===== config.mk =====
export PLATFORM = sky130hd
export DESIGN_NAME = fetch_unit_mc
export DESIGN_NICKNAME = d
export VERILOG_FILES = /design/src/rtl/fetch_unit_mc.sv
export SDC_FILE = /design/constraint.sdc
export NUM_CORES = 1
export LEC_CHECK = 0
export ABC_AREA = 1
export ABC_CLOCK_PERIOD_IN_PS = 8600
export BUFFER_PORTS_ARGS = -buffer_cell sky130_fd_sc_hd__buf_2
export CAP_MARGIN = 25
export CORE_UTILIZATION = 55
export CTS_CLUSTER_DIAMETER = 200
export DETAILED_ROUTE_END_ITERATION = 8
export PLACE_DENSITY = 0.74
export SETUP_SLACK_MARGIN = 0.3
export SYNTH_ARGS = -nofsm -noshare
export SYNTH_HDL_FRONTEND = slang
export SYNTH_SLANG_ARGS = --single-unit

===== constraint.sdc =====
create_clock -name clk_i -period 8.6 [get_ports clk_i]
set_input_delay 0.86 -clock clk_i [delete_from_list [all_inputs] [get_ports clk_i]]
set_output_delay 0.86 -clock clk_i [all_outputs]
set_load 0.01 [all_outputs]

===== src/rtl/fetch_unit_mc.sv =====
// Instruction-fetch stage: PC, tagged direct-mapped BTB + 2-bit BHT, req/ack imem
// interface with redirect draining, and a single registered IF/ID output slot.
module fetch_unit_mc #(
  parameter int              ADDR_W     = 16,
  parameter int              DATA_W     = 16,
  parameter int              BP_ENTRIES = 8,
  parameter int              INST_BYTES = 2,
  parameter logic [ADDR_W-1:0] RESET_PC = '0
) (
  input  logic              clk_i,
  input  logic              rst_i,
  input  logic              clr_i,
  input  logic              stall_i,
  input  logic              redirect_i,
  input  logic [ADDR_W-1:0] actual_target_i,
  input  logic [ADDR_W-1:0] upd_pc_i,
  input  logic              actual_taken_i,
  input  logic              wen_BTB_i,
  input  logic              wen_BHT_i,
  output logic              imem_req_o,
  output logic [ADDR_W-1:0] imem_addr_o,
  input  logic [DATA_W-1:0] imem_rdata_i,
  input  logic              imem_ack_i,
  output logic              inst_valid_o,
  output logic [DATA_W-1:0] inst_o,
  output logic [ADDR_W-1:0] inst_pc_o,
  output logic [1:0]        prediction_o,
  output logic              pred_taken_o,
  output logic [ADDR_W-1:0] predicted_target_o
);

  localparam int IDX_LSB = $clog2(INST_BYTES);
  localparam int IDX_W   = $clog2(BP_ENTRIES);
  localparam int TAG_W   = ADDR_W - IDX_LSB - IDX_W;

  localparam logic [1:0] S_IDLE  = 2'd0;
  localparam logic [1:0] S_WAIT  = 2'd1;
  localparam logic [1:0] S_DRAIN = 2'd2;

  logic [1:0]        state_q, state_d;
  logic [ADDR_W-1:0] pc_q, pc_d;
  logic [ADDR_W-1:0] req_addr_q, req_addr_d;

  logic              btb_vld_q [BP_ENTRIES];
  logic [TAG_W-1:0]  btb_tag_q [BP_ENTRIES];
  logic [ADDR_W-1:0] btb_tgt_q [BP_ENTRIES];
  logic [1:0]        bht_q     [BP_ENTRIES];

  logic              free, capture;
  logic [IDX_W-1:0]  lk_idx, up_idx;
  logic [TAG_W-1:0]  lk_tag, up_tag;
  logic              lk_hit, lk_taken;
  logic [1:0]        lk_ctr, up_ctr, up_ctr_nxt;
  logic [ADDR_W-1:0] lk_tgt, seq_pc;

  assign free = !inst_valid_o || !stall_i;

  // Reset gates the request so an in-flight transaction is abandoned immediately.
  always_comb begin
    imem_req_o = 1'b0;
    case (state_q)
      S_IDLE:  imem_req_o = free && !redirect_i;
      S_WAIT,
      S_DRAIN: imem_req_o = 1'b1;
      default: imem_req_o = 1'b0;
    endcase
    imem_req_o = imem_req_o && rst_i;
  end

  assign imem_addr_o = (state_q == S_IDLE) ? pc_q : req_addr_q;

  // Lookup follows the outstanding request address so a same-cycle ack in IDLE sees it.
  assign lk_idx   = imem_addr_o[IDX_LSB +: IDX_W];
  assign lk_tag   = imem_addr_o[ADDR_W-1 -: TAG_W];
  assign lk_hit   = btb_vld_q[lk_idx] && (btb_tag_q[lk_idx] == lk_tag);
  assign lk_ctr   = bht_q[lk_idx];
  assign lk_taken = lk_ctr[1] && lk_hit;
  assign lk_tgt   = lk_hit ? btb_tgt_q[lk_idx] : '0;
  assign seq_pc   = imem_addr_o + ADDR_W'(INST_BYTES);

  assign capture = imem_req_o && imem_ack_i && !redirect_i && (state_q != S_DRAIN);

  always_comb begin
    state_d    = state_q;
    req_addr_d = req_addr_q;
    pc_d       = pc_q;
    case (state_q)
      S_IDLE: if (imem_req_o) begin
        req_addr_d = pc_q;
        if (!imem_ack_i) state_d = S_WAIT;
      end
      S_WAIT: begin
        if (imem_ack_i)      state_d = S_IDLE;
        else if (redirect_i) state_d = S_DRAIN;
      end
      S_DRAIN: if (imem_ack_i) state_d = S_IDLE;
      default: state_d = S_IDLE;
    endcase
    if (redirect_i)   pc_d = actual_target_i;
    else if (capture) pc_d = lk_taken ? lk_tgt : seq_pc;
  end

  always_ff @(posedge clk_i or negedge rst_i) begin
    if (!rst_i) begin
      state_q    <= S_IDLE;
      pc_q       <= RESET_PC;
      req_addr_q <= RESET_PC;
    end else begin
      state_q    <= state_d;
      pc_q       <= pc_d;
      req_addr_q <= req_addr_d;
    end
  end

  // Redirect kills the held instruction even under stall: it is wrong-path.
  always_ff @(posedge clk_i or negedge rst_i) begin
    if (!rst_i) begin
      inst_valid_o       <= 1'b0;
      inst_o             <= '0;
      inst_pc_o          <= '0;
      prediction_o       <= '0;
      pred_taken_o       <= 1'b0;
      predicted_target_o <= '0;
    end else if (redirect_i) begin
      inst_valid_o <= 1'b0;
    end else if (capture) begin
      inst_valid_o       <= 1'b1;
      inst_o             <= imem_rdata_i;
      inst_pc_o          <= imem_addr_o;
      prediction_o       <= lk_ctr;
      pred_taken_o       <= lk_taken;
      predicted_target_o <= lk_tgt;
    end else if (inst_valid_o && !stall_i) begin
      inst_valid_o <= 1'b0;
    end
  end

  assign up_idx = upd_pc_i[IDX_LSB +: IDX_W];
  assign up_tag = upd_pc_i[ADDR_W-1 -: TAG_W];
  assign up_ctr = bht_q[up_idx];

  always_comb begin
    up_ctr_nxt = up_ctr;
    if (actual_taken_i && up_ctr != 2'b11)      up_ctr_nxt = up_ctr + 2'b01;
    else if (!actual_taken_i && up_ctr != 2'b00) up_ctr_nxt = up_ctr - 2'b01;
  end

  // Tag/target arrays need no reset; valid bits gate every use.
  always_ff @(posedge clk_i) begin
    if (wen_BTB_i) begin
      btb_tag_q[up_idx] <= up_tag;
      btb_tgt_q[up_idx] <= actual_target_i;
    end
  end

  always_ff @(posedge clk_i or negedge rst_i) begin
    if (!rst_i) begin
      for (int i = 0; i < BP_ENTRIES; i++) begin
        btb_vld_q[i] <= 1'b0;
        bht_q[i]     <= 2'b01;
      end
    end else if (clr_i) begin
      for (int i = 0; i < BP_ENTRIES; i++) begin
        btb_vld_q[i] <= 1'b0;
        bht_q[i]     <= 2'b01;
      end
    end else begin
      if (wen_BTB_i) btb_vld_q[up_idx] <= 1'b1;
      if (wen_BHT_i) bht_q[up_idx]     <= up_ctr_nxt;
    end
  end

endmodule


==> results of run 1 <==
through the flow:
| step | utilization [%] | std cells |
|---|---|---|
| floorplan | - | 1417 |
| global placement | 59.4 | 1811 |
| detailed placement | 60.2 | 1818 |
| CTS | 64.5 | 1881 |
| global route | 64.6 | 1882 |
| finish | 64.7 | 1885 |
worst max-delay path by stage:
| stage | startpoint | endpoint | slack [ps] |
|---|---|---|---|
| after global placement | state_q[0]$_DFFE_PN0P_ | pc_q[6]$_DFFE_PN0P_ | 4190 |
| final | state_q[0]$_DFFE_PN0P_ | pc_q[6]$_DFFE_PN0P_ | 4070 |
| after CTS | state_q[0]$_DFFE_PN0P_ | pc_q[6]$_DFFE_PN0P_ | 4090 |
| after floorplan | state_q[0]$_DFFE_PN0P_ | pc_q[15]$_DFFE_PN0P_ | 5620 |
| after detailed placement | state_q[0]$_DFFE_PN0P_ | pc_q[6]$_DFFE_PN0P_ | 4110 |
| after global routing | state_q[0]$_DFFE_PN0P_ | pc_q[6]$_DFFE_PN0P_ | 3680 |
flip-flops by register name, indices dropped and copies added (netlist names), 2 cells and up:
register            flops
pc_q                   16
req_addr_q             16
inst_pc_o              16
prediction_o            2
btb_vld_q               8
bht_q                  16
inst_o                 16
btb_tag_q              96
btb_tgt_q             128
state_q                 2
predicted_target_o     16
metal layers:
layer	share of wire [%]	wire, µm	track usage, %
met4	3.2	1190	10.0
met1	42	15400	37.4
met2	45	16500	41.5
met3	9.9	3610	5.60
met5	0	0	0
cell families after synthesis:
group	after synthesis	share of synthesized area (%)
buf+inv	177	5.34
xor+xnor	12	0.709
fa+ha+maj	7	0.591
compound gates	231	10.0
flops	334	64.0
simple gates	656	19.3
Yosys cell counts, drive strengths merged:
cell type	count
a31oi	2
clkinv	3
o221ai	25
edfxtp	224
dfrtp	102
clkbuf	33
inv	98
xor2	11
a21oi	20
a31o	1
xnor2	1
or2	1
dfstp	8
o22ai	13
nor2	102
o21ai	137
nor3	4
o2111a	1
nand2	355
nand3b	2
buf	43
o221a	1
o31ai	19
ha	7
a22oi	3
o211ai	1
o21a	8
nor4	1
nand4	19
nand3	172
layout make-up:
cell class | instances | area [µm²] | area share (%)
diodes | 3 | 7.51 | 0.0443
clock buffers | 50 | 1030 | 6.11
clock inverters | 13 | 110 | 0.650
inverters | 101 | 379 | 2.24
multi-input cells | 906 | 4580 | 27.0
flip-flops and latches | 334 | 9490 | 56.0
well taps | 335 | 419 | 2.47
repair buffers | 143 | 926 | 5.46
cell usage in the layout, fill, tap and decap left out, types with 6 or more instances in the layout:
cell,synthesis,final
a21oi_1,20,20
buf_16,0,8
buf_2,20,123
buf_4,10,12
clkbuf_1,33,7
clkbuf_16,0,37
clkbuf_8,0,6
clkinv_1,3,9
dfrtp_1,102,102
dfstp_2,8,8
edfxtp_1,224,224
ha_1,7,7
inv_1,92,92
inv_2,6,6
nand2_1,344,344
nand2_2,7,7
nand3_1,170,170
nand4_1,19,19
nor2_1,97,90
nor2_4,0,6
o21a_1,8,8
o21ai_0,124,124
o21ai_1,9,9
o221ai_1,25,25
o22ai_1,13,13
o31ai_1,10,10
xor2_1,11,11
power by group through the flow:
stage | Combinational [mW] | Sequential, mW | Clock [mW]
after global routing | 2.69 | 1.98 | 1.56
after detailed placement | 2.41 | 2.00 | 0
after global placement | 2.36 | 1.99 | 0
final | 2.46 | 1.97 | 1.49
after floorplan | 1.66 | 2.02 | 0
after CTS | 2.42 | 1.97 | 1.50
critical path, delay by kind of cell, from the launching register on:
family,cells,cell delay [ps]
buffers and inverters,4,1260
DFF,1,400
AOI/OAI and AO/OA,1,230
adders and majority gates,1,160
and+or+nand+nor,14,2370
==> out/qor.yml, run 1 <==
clock_network:
  h-tree-depth: 2
  ctsResizeCount: 0
  clk_pin_slew_ps: 60
  cts.sinks: 334
  root_buffer: "clkbuf_16"
  cts_hold_buf: 0
  clk-insertion-delay-late_ps: 510
  post_cts_buffers: 0
  cts.path.max_buffers: 3
  cts_tree: "done"
  numCtsBuffers: 35
sta:
  holdWs_ps: 388
  period_minus_slack_ps: 4530
  fin_crit_sh_pct: 52.7
  max_freq_mhz: 221
  fin_ws_ps: 4070
  maxSlewHeadroom_pct: 34.5
  timing.clock.skew_ps: 9.66
  tightestPinTransition_ps: 979
  fin_setup_tns_ps: 0
  rsz0062_at_grt: "no"
  hold_violations: 0
  slew_violations: 0
  setup-violations-final: 0
cells_and_area:
  final_area_mm2: 0.0169
  nNetsFinal: 1585
  n_fill_cell: 1985
  syn2layout_area_growth_pct: 14.4
  drive_gt1_share_pct: 16.1
synthesis:
  synth.top_cell.area_share_pct: 45.4
  ys_ff_latch: 334
  seq_area_frac_synth_pct: 64.0
  synth_cell_types: 48
  yosys_warnings: 0
  yosys.area.top_type: "edfxtp_1"
  syn_avg_cell_area_um2: 10.5
  synth.net_count: 1481
  syn_inst: 1417
  synthTopCellsByArea: "edfxtp_1, dfrtp_1, nand2_1"
  syn_area_mm2: 0.0148
drt:
  ant_nets: 0
  drtIter0Drc: 1188
  wl_per_cell_um: 19.4
  wirelength_um: 36600
  drc: 37
  vias: 11000
  firstDrtPassIters: 8
  routed_via_density: 5.84
worst_setup_path:
  cp_common_cell: "nand2_1"
  worst-setup-path-type: "register to register"
  crit_path_start_kind: "register"
  max_stage_delay_ps: 510
  crit_path_max_fanout: 76
  crit_arrival_ps: 4980
  crit_path_end_kind: "register"
  cp_cell_sequence: "inv_1 > ha_1 > buf_4 > inv_1 > nand2_4 > nand2_4 > buf_4 > nand2_1 > nand3_1 > nand3_1 > nand2_1 > nand2_1 > nand2_1 > nor2_1 > nand2_2 > nor2_8 > nand2_4 > o21ai_0 > nand2_1 > nand2_1"
  required_ps: 9040
  reg2reg_from: "state_q[0]$_DFFE_PN0P_"
  r2r_cells: 20
  rr_endpoint: "pc_q[6]$_DFFE_PN0P_"
  ff2ff_setup_slack_ps: 4070
  crit_path_top_delay_cell: "buf_4"
power_and_ir_drop:
  p_per_area_mw_per_mm2: 349
  power_frac_clock_pct: 25.2
  irDropWorstVdd_v: 0.000196
  p_sw_mw: 2.46
  swShare_pct: 41.6
  power_frac_comb_pct: 41.5
  p_leak_nw: 6.98
  power_mw: 5.91
  power_frac_seq_pct: 33.3
  internal_power_mw: 3.45
flow_run:
  maxCapViolations: 0
global_routing:
  grt_pass1_vias: 10300
  grt_start_max_net_pins: 97
  antenna_found_initial: 1
  grt_overflow: 0
  track_usage_pct: 26.8
  grt_pass1_wl_um: 56800
place:
  dpl.hpwl_um: 22900
  finalWeightedCongestion: 0.895
  place_area_mm2: 0.0158
  place_ws_ps: 4110
  io_buffers: 124
floorplanning:
  io_pins: 126
  core_area_mm2: 0.0262
  num_rows: 59
  die_w_um: 166
  dieHeight_um: 166
  start_util_pct: 56.5
  dieArea_mm2: 0.0276
min_path:
  min_path_type: "primary input to async pin"
status:
  status: "finished with violations"
  violations: "design-rule violations"
No activity file was read; power rests on OpenSTA's default activity.
==> run 2: changes to the inputs <==
Settings changed: ABC_CLOCK_PERIOD_IN_PS 8600 to 3700, CORE_UTILIZATION 55 to 54, PLACE_DENSITY 0.74 to 0.76.
Clock period 8.6 ns to 3.7 ns, I/O delays scaled along.
==> out/qor.yml, run 2 (synthesized netlist as in run 1, its figures left out) <==
drt:
  routed_via_density: 5.91
  ant_nets: 0
  drc: 0
  wl_per_cell_um: 19.8
  wirelength_um: 38200
  vias: 11400
  drtIter0Drc: 1485
  firstDrtPassIters: 6
worst_setup_path:
  cp_top_family: "simple AND/OR/NAND/NOR gates"
  cp_cell_sequence: "inv_1 > ha_4 > inv_1 > nand2_4 > buf_4 > nand3_1 > nand3_1 > nand3_1 > nand3_1 > nand2_1 > nor2_1 > nand2_1 > nor2_8 > buf_12 > nand2_8 > o21ai_0 > nand2_1 > nand2_1"
  crit_path_top_delay_cell: "dfrtp_1"
  cp_num_buf_inv: 4
  required_ps: 4160
  worst-setup-path-type: "register to register"
  ff2ff_setup_slack_ps: 460
  crit_path_end_kind: "register"
  crit_path_max_fanout: 26
  r2r_cells: 18
  crit_arrival_ps: 3700
  reg2reg_from: "state_q[0]$_DFFE_PN0P_"
  max_stage_delay_ps: 390
  rr_endpoint: "pc_q[6]$_DFFE_PN0P_"
  crit_path_start_kind: "register"
clock_network:
  root_buffer: "clkbuf_16"
  cts_tree: "done"
  h-tree-depth: 2
  clk_pin_slew_ps: 60
  cts.path.max_buffers: 3
  clk-insertion-delay-late_ps: 520
  numCtsBuffers: 36
  cts.sinks: 334
cells_and_area:
  n_fill_cell: 2010
  syn2layout_area_growth_pct: 16.3
  top_regs: "btb_tgt_q x128, btb_tag_q x96"
  final_cell_mix: "nand2_1, edfxtp_1, nand3_1, o21ai_0, buf_2"
  final_area_mm2: 0.0172
  final_common_cell: "nand2_1"
  largest_register_ffs: 128
  nNetsFinal: 1621
  multi_input_area_mm2: 0.00463
  final-seq-area_mm2: 0.00949
  top_register: "btb_tgt_q"
  drive_gt1_share_pct: 18.2
global_routing:
  grt_busiest_layer: "met2"
  grt_util_met1_pct: 36.6
  track_usage_pct: 26.9
  grt_start_max_net_pins: 73
  grt.met3_usage_pct: 5.34
  antenna_found_initial: 4
  grt_pass1_vias: 10900
  grt_overflow: 0
  grt_pass1_wl_um: 58400
  globalRouteMet2Util_pct: 43.4
power_and_ir_drop:
  power_mw: 14.2
  irDropWorstVdd_v: 0.000416
  p_leak_nw: 7.13
  p_per_area_mw_per_mm2: 827
sta:
  maxSlewHeadroom_pct: 40.5
  setup-violations-final: 0
  slew_violations: 0
  rsz0062_at_grt: "no"
  period_minus_slack_ps: 3240
  holdWs_ps: 44.8
  hold_violations: 0
  fin_setup_tns_ps: 0
  timing.clock.skew_ps: 22.6
  fin_crit_sh_pct: 87.4
  tightestPinTransition_ps: 893
  max_freq_mhz: 309
  fin_ws_ps: 465
place:
  place_area_mm2: 0.0158
  dpl.hpwl_um: 23900
  finalWeightedCongestion: 0.918
  place_ws_ps: 92.5
  io_buffers: 124
min_path:
  hold_start: "imem_rdata_i[0]"
  hold-path-cell-count: 3
  holdPathEnd: "inst_o[0]$_DFFE_PN0P_"
  min_path_type: "primary input to register"
status:
  status: "complete, no violations"
floorplanning:
  num_rows: 60
  start_util_pct: 55.0
  die_w_um: 168
  io_pins: 126
  core_area_mm2: 0.0270
  dieArea_mm2: 0.0281
  dieHeight_um: 168
flow_run:
  maxCapViolations: 0
## run 2: cell count changes in the layout (fill, tap and decap cells not counted), moves of 5 or more
cell / before / now
buf_16: 8 / 3
buf_4: 12 / 43
buf_12: 0 / 6
nor2_2: 4 / 9
clkbuf_8: 6 / 0
## run 2: worst reg2reg max path, cell delays in order (launching register included)
cell,delay (ps)
dfrtp_1,390
inv_1,150
ha_4,260
inv_1,170
nand2_4,160
buf_4,340
nand3_1,150
nand3_1,120
nand3_1,120
nand3_1,180
nand2_1,80
nor2_1,100
nand2_1,130
nor2_8,210
buf_12,160
nand2_8,130
o21ai_0,210
nand2_1,80
nand2_1,60
## run 2: layout make-up
cell class | count | area share, %
antenna | 4 | 0.0581
clock buffer | 43 | 5.63
clock inverter | 22 | 1.03
inverter | 101 | 2.20
multi-input combinational | 908 | 26.9
sequential | 334 | 55.1
tap | 341 | 2.48
timing repair buffer | 176 | 6.68
## run 2: worst max path at each step
stage | end | startpoint | cells after the start | slack [ps]
3_3_place_gp | pc_q[6]$_DFFE_PN0P_ | state_q[0]$_DFFE_PN0P_ | 19 | 140
6_report | pc_q[6]$_DFFE_PN0P_ | state_q[0]$_DFFE_PN0P_ | 18 | 460
3_5_place_dp | pc_q[6]$_DFFE_PN0P_ | state_q[0]$_DFFE_PN0P_ | 18 | 90
2_1_floorplan | pc_q[15]$_DFFE_PN0P_ | state_q[0]$_DFFE_PN0P_ | 21 | 720
4_1_cts | pc_q[6]$_DFFE_PN0P_ | state_q[0]$_DFFE_PN0P_ | 15 | 300
5_1_grt | pc_q[6]$_DFFE_PN0P_ | state_q[0]$_DFFE_PN0P_ | 19 | 310
## run 2: metal layers
layer | wire length [µm] | share of wire [%]
met2 | 18000 | 47
met4 | 894 | 2.3
met5 | 0 | 0
met1 | 15600 | 41
met3 | 3790 | 9.9
## run 2: report_power, final
part	leakage, nW	internal, mW	switching [mW]	total (mW)
Combinational	3.13	1.87	4.33	6.20
Clock	0.555	2.02	1.44	3.46
Sequential	3.44	4.39	0.193	4.58
Total	7.13	8.28	5.97	14.2
## run 2: what timing repair did
item                                   4_1_cts  5_1_grt
pin swaps                                    1        5
endpoints found under the hold margin       38        0
setup buffers                                0       10
gates cloned                                 0        2
hold buffers                                 1        0
setup endpoints to repair                   33       33
gates resized for setup                      4        2
## run 2: stage by stage
stage | util [%] | cells
final | 63.9 | 1929
after global routing | 63.9 | 1925
after CTS | 63.2 | 1911
after detailed placement | 58.8 | 1845
after global placement | 58.6 | 1843
after floorplan | - | 1417
==> run 3: changes to the inputs <==
Settings changed: ABC_CLOCK_PERIOD_IN_PS 3700 to 2800.
Clock period 3.7 ns to 2.8 ns, I/O delays scaled along.
==> out/qor.yml, run 3 (synthesized netlist as in run 1, its figures left out) <==
global_routing:
  grt_pass1_wl_um: 60500
  grt_start_max_net_pins: 97
  grt_pass1_vias: 11200
  antenna_found_initial: 2
  track_usage_pct: 27.8
  grt_overflow: 0
min_path:
  min_path_type: "primary input to register"
  holdPathEnd: "btb_tag_q[6][7]$_DFFE_PP_"
  hold_start: "upd_pc_i[11]"
  hold-path-cell-count: 1
floorplanning:
  start_util_pct: 55.0
  core_area_mm2: 0.0270
  die_w_um: 168
  num_rows: 60
  dieHeight_um: 168
  dieArea_mm2: 0.0281
  io_pins: 126
drt:
  wl_per_cell_um: 21.7
  vias: 12200
  routed_via_density: 6.05
  ant_nets: 0
  drtIter0Drc: 1340
  wirelength_um: 43700
  firstDrtPassIters: 7
  drc: 0
clock_network:
  cts_tree: "done"
  clk-insertion-delay-late_ps: 530
  h-tree-depth: 2
  numCtsBuffers: 35
  clk_pin_slew_ps: 60
  root_buffer: "clkbuf_16"
  cts.sinks: 334
  cts.path.max_buffers: 3
power_and_ir_drop:
  p_sw_mw: 9.37
  power_frac_clock_pct: 20.2
  p_per_area_mw_per_mm2: 1180
  power_mw: 22.2
  swShare_pct: 42.2
  power_frac_comb_pct: 52.6
  irDropWorstVdd_v: 0.000676
  power_frac_seq_pct: 27.3
  internal_power_mw: 12.8
  p_leak_nw: 7.84
status:
  violations: "negative setup slack"
  status: "finished with violations"
cells_and_area:
  top_regs: "btb_tgt_q x128, btb_tag_q x96"
  drive_gt1_share_pct: 27.8
  n_antenna_cell: 0
  nNetsFinal: 1713
  top_register: "btb_tgt_q"
  final_common_cell: "nand2_1"
  final_cell_count_no_fill: 2015
  n_fill_cell: 1703
  largest_register_ffs: 128
  final_cell_mix: "nand2_1, edfxtp_1, buf_2, o21ai_0, nand3_1"
  syn2layout_area_growth_pct: 27.5
sta:
  period_minus_slack_ps: 2820
  rsz0062_at_grt: "yes"
  tightestPinTransition_ps: 910
  max_freq_mhz: 355
  fin_ws_ps: -20.1
  timing.clock.skew_ps: 24.8
  maxSlewHeadroom_pct: 39.4
  hold_violations: 0
  fin_crit_sh_pct: 101
  fin_setup_tns_ps: -30.1
  setup-violations-final: 3
  slew_violations: 0
worst_setup_path:
  crit_path_top_delay_cell: "dfrtp_1"
  cp_cell_sequence: "inv_2 > ha_4 > buf_6 > nand2_2 > o21ai_4 > buf_6 > buf_12 > nand3_1 > nand3_2 > nand2_1 > nand2_2 > nand2_2 > nor2_2 > nand2_2 > nor2_8 > buf_12 > nand3_4 > inv_2 > nand2_2 > nand2_1 > nand2_1"
  crit_arrival_ps: 3230
  r2r_cells: 21
  ff2ff_setup_slack_ps: -20
  critPathLaunch: "state_q[1]$_DFFE_PN0P_"
  crit_path_start_kind: "register"
  reg2reg_from: "state_q[1]$_DFFE_PN0P_"
  rr_endpoint: "pc_q[6]$_DFFE_PN0P_"
  crit_path_max_fanout: 8
  cp_top_family: "simple AND/OR/NAND/NOR gates"
  crit_path_end_kind: "register"
  cp_common_cell: "nand2_2"
  required_ps: 3210
  cp_num_buf_inv: 6
  max_stage_delay_ps: 400
  worst-setup-path-type: "register to register"
place:
  finalWeightedCongestion: 0.898
  place_ws_ps: -71.4
  dpl.hpwl_um: 24000
  io_buffers: 124
  dp_cells: 1870
flow_run:
  maxCapViolations: 0
==> run 3: cell types whose count changed in the layout (fill, tap and decap cells not counted), moves of 9 or more <==
cell / change
buf_12: +13
buf_4: +32
buf_6: +16
clkbuf_16: +9
dlygate4sd3_1: +16
nand2_1: -22
nand2_2: +17
nand3_1: -56
nand3_2: +56
==> run 3: how the worst max path moves through the flow <==
stage	slack [ps]	end	cells after the start
final	-20	pc_q[6]$_DFFE_PN0P_	21
after global routing	-120	pc_q[6]$_DFFE_PN0P_	20
after CTS	100	pc_q[6]$_DFFE_PN0P_	20
after detailed placement	-70	pc_q[6]$_DFFE_PN0P_	18
after global placement	-20	pc_q[6]$_DFFE_PN0P_	18
after floorplan	280	pc_q[15]$_DFFE_PN0P_	21
==> run 3: layer usage <==
layer	global-route usage, %	share of wire (%)	vias up
li1	-	-	5389
met1	37.8	38	5791
met2	45.2	47	840
met3	5.25	11	166
met4	9.01	4.2	4
met5	0	0.053	-
==> run 3: timing repair <==
item	in CTS	in global routing
gates cloned	6	14
hold endpoints to repair	58	0
hold buffers	17	0
setup buffers	18	28
pin swaps	6	55
resized for setup	26	138
setup endpoints to repair	35	78
==> run 3: cell type report <==
type,count,area [µm²],share of cell area [%]
well taps,341,427,2.26
repair inverters,1,7.51,0.0397
clock inverters,17,131,0.696
repair buffers,266,2300,12.2
clock buffers,45,976,5.17
flip-flops and latches,334,9490,50.2
multi-input cells,910,5180,27.4
inverters,101,384,2.03
==> run 3: per-stage QoR <==
step	hold slack [ps]	area, µm²	utilization [%]
floorplan	-15.6	14900	-
global placement	417	16200	60.0
CTS	12.9	17800	66.0
detailed placement	423	16200	60.0
finish	19.4	18900	70.1
global route	21.8	18900	70.1
==> run 3: power groups by stage <==
| stage | sequential, mW | combinational [mW] | clock [mW] |
|---|---|---|---|
| 2_1_floorplan | 6.21 | 5.23 | 0 |
| 3_3_place_gp | 6.12 | 8.11 | 0 |
| 3_5_place_dp | 6.13 | 8.28 | 0 |
| 4_1_cts | 6.03 | 9.02 | 4.47 |
| 5_1_grt | 6.09 | 12.3 | 4.66 |
| 6_report | 6.05 | 11.7 | 4.48 |
